[src/rtl/mul_sequencer.sv]


module mul_sequencer #(
    parameter int WIDTH = 16
) (
    input  logic                 clk,
    input  logic                 rst,
    input  logic                 start,
    input  logic [WIDTH-1:0]     a,
    input  logic [WIDTH-1:0]     b,
    output logic                 busy,
    output logic                 done,
    output logic [2*WIDTH-1:0]   p,
    output logic [WIDTH-1:0]     add_a,
    output logic [WIDTH-1:0]     add_b,
    output logic                 add_cin,
    input  logic [WIDTH-1:0]     add_s,
    input  logic                 add_cout
);
    localparam int CW = $clog2(WIDTH);

    typedef enum logic [1:0] {
        IDLE = 2'd0,
        RUN  = 2'd1,
        FIN  = 2'd2
    } state_t;

    state_t          state, state_nxt;
    logic [WIDTH-1:0] mcand;
    logic [WIDTH-1:0] acc_hi;
    logic [WIDTH-1:0] acc_lo;
    logic [CW-1:0]    cnt;

    always_ff @(posedge clk) begin
        if (rst) begin
            state <= IDLE;
        end else begin
            state <= state_nxt;
        end
    end

    always_comb begin
        state_nxt = state;
        case (state)
            IDLE:    if (start) state_nxt = RUN;
            RUN:     if (cnt == CW'(WIDTH - 1)) state_nxt = FIN;
            FIN:     state_nxt = IDLE;
            default: state_nxt = IDLE;
        endcase
    end

    always_comb begin
        busy    = (state == RUN);
        done    = (state == FIN);
        add_cin = 1'b0;
        add_a   = '0;
        add_b   = '0;
        if (state == RUN) begin
            add_a = acc_hi;
            add_b = acc_lo[0] ? mcand : '0;
        end
    end

    // The adder carry-out becomes the new MSB, so the full 2*WIDTH product never overflows.
    always_ff @(posedge clk) begin
        if (rst) begin
            mcand  <= '0;
            acc_hi <= '0;
            acc_lo <= '0;
            cnt    <= '0;
        end else begin
            case (state)
                IDLE: begin
                    if (start) begin
                        mcand  <= a;
                        acc_hi <= '0;
                        acc_lo <= b;
                        cnt    <= '0;
                    end
                end
                RUN: begin
                    {acc_hi, acc_lo} <= {add_cout, add_s, acc_lo[WIDTH-1:1]};
                    cnt              <= cnt + CW'(1);
                end
                default: ;
            endcase
        end
    end

    assign p = {acc_hi, acc_lo};

endmodule

[config.mk]
export PLATFORM = sky130hd
export DESIGN_NAME = mul_sequencer
export DESIGN_NICKNAME = d
export VERILOG_FILES = /design/src/rtl/mul_sequencer.sv
export SDC_FILE = /design/constraint.sdc
export NUM_CORES = 1
export LEC_CHECK = 0
export ABC_CLOCK_PERIOD_IN_PS = 3000
export CAP_MARGIN = 5
export CORE_MARGIN = 2
export CORE_UTILIZATION = 43
export CTS_CLUSTER_DIAMETER = 30
export DETAILED_ROUTE_END_ITERATION = 8
export GPL_TIMING_DRIVEN = 0
export PLACE_DENSITY = 0.91
export SLEW_MARGIN = 15
export SYNTH_ARGS = -nofsm -noshare
export SYNTH_HDL_FRONTEND = slang
export SYNTH_SLANG_ARGS = --single-unit
[constraint.sdc]
create_clock -name clk -period 3 [get_ports clk]
set_clock_uncertainty 0.05 [all_clocks]
set_input_delay 0.45 -clock clk [delete_from_list [all_inputs] [get_ports clk]]
set_output_delay 0.45 -clock clk [all_outputs]
set_load 0.02 [all_outputs]
==> flow_summary.ini, run 1 <==
[die]
rows = 27
top_level_ports = 119
floorplan.initialDensity_pct = 43.9
core_region_area_sq_um = 5440
die_area_sq_um = 6160
die_x_um = 78.5
die_height_um = 78.5

[critical_path]
regToRegStartpoint = state[0]$_SDFFE_PP0P_
crit_path_start_kind = register
setup.worst_path.class = register to output pin
reg2reg_setup_slack_ps = 1490
timing.reg2reg.worst_path_depth = 4
timing.critical_path.fanout_max = 10
r2r-end = acc_hi[14]$_SDFFE_PP0P_
critPathRequiredTime_ps = 2500
timing.critical_path.arrival_ps = 2290
end_kind = output pin

[worst_hold_path]
timing.hold.worst_path_depth = 2
worst_hold_path_type = register to register
hold_path_origin = mcand[9]$_SDFFE_PP0P_
timing.hold.worst_endpoint = mcand[9]$_SDFFE_PP0P_

[sta]
setup-violations-final = 0
hold_viol_final = 0
report.final.slew_viol_count = 0
fin_tns_setup_ps = 0
fin_crit_sh_pct = 93.0
fmax_ghz = 0.358
final.min_clock_period_ps = 2790
grt_setup_unrepaired = false

[clock_tree]
cts_sinks = 54
clk_pin_slew_ps = 90
cts-hold-fix-buffers = 0
tritoncts_buffer_count = 5
cts_root_buffer = sky130_fd_sc_hd__clkbuf_8
cts-resized-gates = 0
tritoncts = yes
insertion_delay_of_the_later_clocked_pin_in_the_worst_skew_pair_ps = 300
cts_setup_buffers = 0
clockBufferDepth = 2
cts.htree.levels = 2

[global_routing]
via_count_of_the_first_global_routing_pass = 2235
grt_overflow_total = 0
grt_util_all_layers_pct = 20.1
antenna_found_initial = 0
grt_pass1_wl_um = 10000
grt_max_degree = 17

[detailed_routing]
drc = 0
detailroute.wirelength.met3_um = 398
detailroute.via_count = 2223
first_iter_violations = 78
first_pass_iters = 6
wire_per_inst_um = 13.6
detail_route.vias_per_cell = 5.06
wl_met2_um = 2910
m1WireLength_um = 2610
final_antenna_net_count = 0
drt-total-wl_um = 5990
highest_layer = met4

[synth]
syn-instance-count = 242
synthesis.area_sq_um = 2390
netlist-cell-type-count = 28
synth-warning-count = 0
yosys_register_bits = 54
postSynthAreaPerCell_sq_um = 9.86
synth.net_count = 295
ys_seq_area_share_pct = 45.3

[cells_and_area]
final.fill_count = 437
layout.cells.most_common_list = sky130_fd_sc_hd__clkdlybuf4s50_1, sky130_fd_sc_hd__dfxtp_1, sky130_fd_sc_hd__nand2_1
final_layout_size_suffix_gt1_share_pct = 12.5
area.sequential_sq_um = 1080
area_delta_synth_final_pct = 56.5
multi_input_comb_area_sq_um = 1170
count_of_nets_after_finishing = 419
layout.cells.most_common = sky130_fd_sc_hd__clkdlybuf4s50_1
layout.core_utilization_pct = 68.6
antennaDiodeCount = 0

[placed_design]
gpl.final_weighted_congestion = 0.731
dpl.hpwl_um = 4520
placement.io_buffers = 117

[pwr]
pwr_density_cell_nw_per_um2 = 420
cellLeakagePower_nw = 1.48
power.ir.vdd_worst_mv = 0.222

[job]
max_cap_violations = 0

[run_status]
outcome = finished clean
[Yosys cell counts]
cell type                  number  area [sq um]
sky130_fd_sc_hd__ha_1           1          12.5
sky130_fd_sc_hd__nand2b_1       1          6.26
sky130_fd_sc_hd__nor2_1        18          67.6
sky130_fd_sc_hd__a22o_1        17           149
sky130_fd_sc_hd__clkbuf_1       3          11.3
sky130_fd_sc_hd__a311oi_2       1          15.0
sky130_fd_sc_hd__buf_6          4          45.0
sky130_fd_sc_hd__buf_2          7          35.0
sky130_fd_sc_hd__nor2b_1        2          12.5
sky130_fd_sc_hd__or3b_1         1          8.76
sky130_fd_sc_hd__clkbuf_2       1          5.00
sky130_fd_sc_hd__nand3_1        2          10.0
sky130_fd_sc_hd__buf_1          1          3.75
sky130_fd_sc_hd__a21oi_1       18          90.1
sky130_fd_sc_hd__o21ba_2        1          10.0
sky130_fd_sc_hd__mux2i_1       16           160
sky130_fd_sc_hd__nor3b_4        2          37.5
sky130_fd_sc_hd__and3_1        17           106
sky130_fd_sc_hd__and2_1        16           100
sky130_fd_sc_hd__nand2_1       32           120
sky130_fd_sc_hd__buf_4          5          37.5
sky130_fd_sc_hd__a211oi_2      17           213
sky130_fd_sc_hd__nor2_8         1          20.0
sky130_fd_sc_hd__a211o_1        1          8.76
sky130_fd_sc_hd__nor4b_1        1          8.76
sky130_fd_sc_hd__dfxtp_1       54          1080
sky130_fd_sc_hd__conb_1         1          3.75
sky130_fd_sc_hd__nor3b_1        1          7.51
[per-stage QoR]
stage                     setup WS, ps  hold slack (ps)  power [mW]  std cells  instance area (sq um)
final                              210              404        1.57        439                   3730
after CTS                          204              406        1.59        439                   3730
after floorplan                   1290              382        1.02        242                   2390
after global routing              47.7              426        1.65        439                   3730
after global placement             566              387        1.19        431                   3650
after detailed placement           554              393        1.20        431                   3650
[critical path: stages, from the launching register on]
cell                              delay, ps
sky130_fd_sc_hd__dfxtp_1                410
sky130_fd_sc_hd__nor2b_1                200
sky130_fd_sc_hd__buf_2                  240
sky130_fd_sc_hd__clkbuf_1               320
sky130_fd_sc_hd__and3_1                 210
sky130_fd_sc_hd__clkdlybuf4s50_1        610
[flip-flops by register name, indices dropped and copies added (netlist names)]
name / count
mcand: 16
state: 2
acc_lo: 16
cnt: 4
acc_hi: 16
[cells by family after synthesis]
group / Yosys count / share of synthesized area [%]
AOI/OAI and AO/OA: 55 / 20.3
adders and majority gates: 1 / 0.524
buffers and inverters: 21 / 5.77
DFF: 54 / 45.3
muxes: 16 / 6.71
other: 1 / 0.157
and+or+nand+nor: 94 / 21.2
[routing by layer]
metal / global-route usage [%] / vias to the layer above
met5: 0 / -
met4: 5.61 / 0
met3: 5.63 / 7
met2: 35.0 / 77
met1: 24.4 / 1041
li1: - / 1098
[cell type report]
cell class	count	share of cell area, %
flip-flops and latches	54	29.0
multi-input cells	167	31.3
well taps	72	2.41
clock inverters	2	0.369
clock buffers	6	1.94
plain buffers	21	3.69
repair buffers	117	31.4
[report_power, final]
group          internal, mW  switching (mW)
registers             0.764          0.0335
logic                 0.201           0.181
clock network         0.165           0.226
total                  1.13           0.440
[worst max-delay path by stage]
| stage | depth (start not counted) | slack, ps | end | start |
|---|---|---|---|---|
| 2_1_floorplan | 4 | 1290 | add_b[10] | state[1]$_SDFFE_PP0P_ |
| 3_3_place_gp | 5 | 570 | add_b[10] | state[1]$_SDFFE_PP0P_ |
| 3_5_place_dp | 5 | 550 | add_b[10] | state[0]$_SDFFE_PP0P_ |
| 4_1_cts | 5 | 200 | add_b[10] | state[0]$_SDFFE_PP0P_ |
| 5_1_grt | 5 | 50 | add_b[9] | state[1]$_SDFFE_PP0P_ |
| 6_report | 5 | 210 | add_b[11] | state[1]$_SDFFE_PP0P_ |
(Power assumes the default switching activity.)
==> run 2, diff against run 1 <==
PLACE_DENSITY = 0.85   (was 0.91)
RECOVER_POWER = 50   (was not set)
==> run 2 against run 1 <==
Core utilization decreased by 0.76 points. Largest power group unchanged. Cell count unchanged. Power is 4.9% higher. Register-to-register slack lost 580 ps.
==> flow_summary.ini, run 2 (synthesis results as in run 1) <==
[run_status]
outcome = finished clean

[sta]
final.min_clock_period_ps = 2720
timing.slew.headroom_pct = 61.0
fin_crit_sh_pct = 90.8
fmax_ghz = 0.367
report.final.slew_viol_count = 0
holdWs_ps = 409
fin_tns_setup_ps = 0
setup-violations-final = 0
grt_setup_unrepaired = false
hold_viol_final = 0
worst_pin_slew_ps = 583

[die]
die_height_um = 78.5
floorplan.initialDensity_pct = 43.9
rows = 27
die_area_sq_um = 6160
die_x_um = 78.5
top_level_ports = 119
core_region_area_sq_um = 5440

[cells_and_area]
final.fill_count = 477
multi_input_comb_area_sq_um = 1130
area.sequential_sq_um = 1080
count_of_nets_after_finishing = 419
final_layout_size_suffix_gt1_share_pct = 9.81
area_delta_synth_final_pct = 54.7
antennaDiodeCount = 0
reg_top3 = acc_hi: 16 flops, acc_lo: 16 flops, mcand: 16 flops
layout.cells.most_common_list = sky130_fd_sc_hd__clkdlybuf4s50_1, sky130_fd_sc_hd__dfxtp_1, sky130_fd_sc_hd__nand2_1
final_cell_count_no_fill = 439
layout.cells.most_common = sky130_fd_sc_hd__clkdlybuf4s50_1

[placed_design]
placed_cells_incl_taps = 431
dpl.hpwl_um = 4510
placement.io_buffers = 117
gpl.final_weighted_congestion = 0.802

[clock_tree]
tritoncts = yes
clk_pin_slew_ps = 100
cts_setup_buffers = 0
clockBufferDepth = 2
cts_sinks = 54
cts.htree.levels = 2
cts_root_buffer = sky130_fd_sc_hd__clkbuf_8
insertion_delay_of_the_later_clocked_pin_in_the_worst_skew_pair_ps = 310
tritoncts_buffer_count = 5

[detailed_routing]
drc = 0
first_iter_violations = 64
detailroute.via_count = 2179
drt-total-wl_um = 6100
first_pass_iters = 4
wire_per_inst_um = 13.9
final_antenna_net_count = 0
detail_route.vias_per_cell = 4.96

[global_routing]
grt_util_all_layers_pct = 20.6
antenna_found_initial = 0
via_count_of_the_first_global_routing_pass = 2167
grt_max_degree = 18
grt_overflow_total = 0
grt_pass1_wl_um = 10100

[critical_path]
critPathRequiredTime_ps = 2500
reg2reg_setup_slack_ps = 910
timing.critical_path.arrival_ps = 2220
end_kind = output pin
setup.worst_path.class = register to output pin
timing.reg2reg.worst_path_depth = 5
r2r-end = acc_hi[4]$_SDFFE_PP0P_
regToRegStartpoint = state[1]$_SDFFE_PP0P_
crit_path_start_kind = register
timing.critical_path.fanout_max = 10

[pwr]
pwr_density_cell_nw_per_um2 = 446
cellLeakagePower_nw = 1.48
power.ir.vdd_worst_mv = 0.228

[worst_hold_path]
worst_hold_path_type = register to register
hold_path_origin = mcand[10]$_SDFFE_PP0P_
timing.hold.worst_path_depth = 2
timing.hold.worst_endpoint = mcand[10]$_SDFFE_PP0P_

[job]
max_cap_violations = 0
[run 2: worst max path at each step]
stage / to / start / slack (ps) / depth (start not counted)
2_1_floorplan: add_b[10] / state[1]$_SDFFE_PP0P_ / 1290 / 4
3_3_place_gp: add_b[10] / state[1]$_SDFFE_PP0P_ / 510 / 5
3_5_place_dp: add_b[7] / state[1]$_SDFFE_PP0P_ / 540 / 5
4_1_cts: add_b[5] / state[1]$_SDFFE_PP0P_ / 180 / 5
5_1_grt: add_b[14] / state[1]$_SDFFE_PP0P_ / 90 / 5
6_report: add_b[14] / state[1]$_SDFFE_PP0P_ / 280 / 5
[run 2: through the flow]
stage | util [%] | setup WS (ps) | total power [mW] | cell area (sq um)
after floorplan | - | 1290 | 1.02 | 2390
after global placement | 67.1 | 506 | 1.19 | 3650
after detailed placement | 67.1 | 536 | 1.20 | 3650
after CTS | 69.2 | 181 | 1.68 | 3760
after global routing | 67.9 | 94.1 | 1.73 | 3690
final | 67.9 | 276 | 1.65 | 3690
[run 2: repair_timing]
| action | in CTS | in global routing |
|---|---|---|
| hold buffers | 0 | 0 |
| setup endpoints to repair | 0 | 10 |
| resized for setup | 0 | 2 |
| endpoints found under the hold margin | 0 | 0 |
[run 2: worst max-delay path, cell delays in order, from the launching register on]
cell and delay [ps]:
sky130_fd_sc_hd__dfxtp_1 410, sky130_fd_sc_hd__nor2b_1 210, sky130_fd_sc_hd__buf_2 240, sky130_fd_sc_hd__clkbuf_2 250, sky130_fd_sc_hd__and3_1 200, sky130_fd_sc_hd__clkdlybuf4s50_1 600
[run 2: final cells by class]
cell class	count	area share, %
clock inverters	3	1.22
clock buffers	5	1.86
repair buffers	117	31.7
plain buffers	21	2.98
well taps	72	2.44
flip-flops and latches	54	29.3
multi-input cells	167	30.5
[run 2: routing by layer]
layer / wire length (um) / GRT usage [%]
met2: 2950 / 33.9
met1: 2770 / 26.9
met3: 310 / 4.37
met4: 77 / 7.19
met5: 0 / 0
[run 2: power by group]
group / leakage, nW / total, mW / internal [mW] / switching, mW
Combinational: 0.988 / 0.365 / 0.187 / 0.178
Sequential: 0.444 / 0.796 / 0.764 / 0.0325
Clock: 0.0504 / 0.485 / 0.248 / 0.237
Total: 1.48 / 1.65 / 1.20 / 0.447
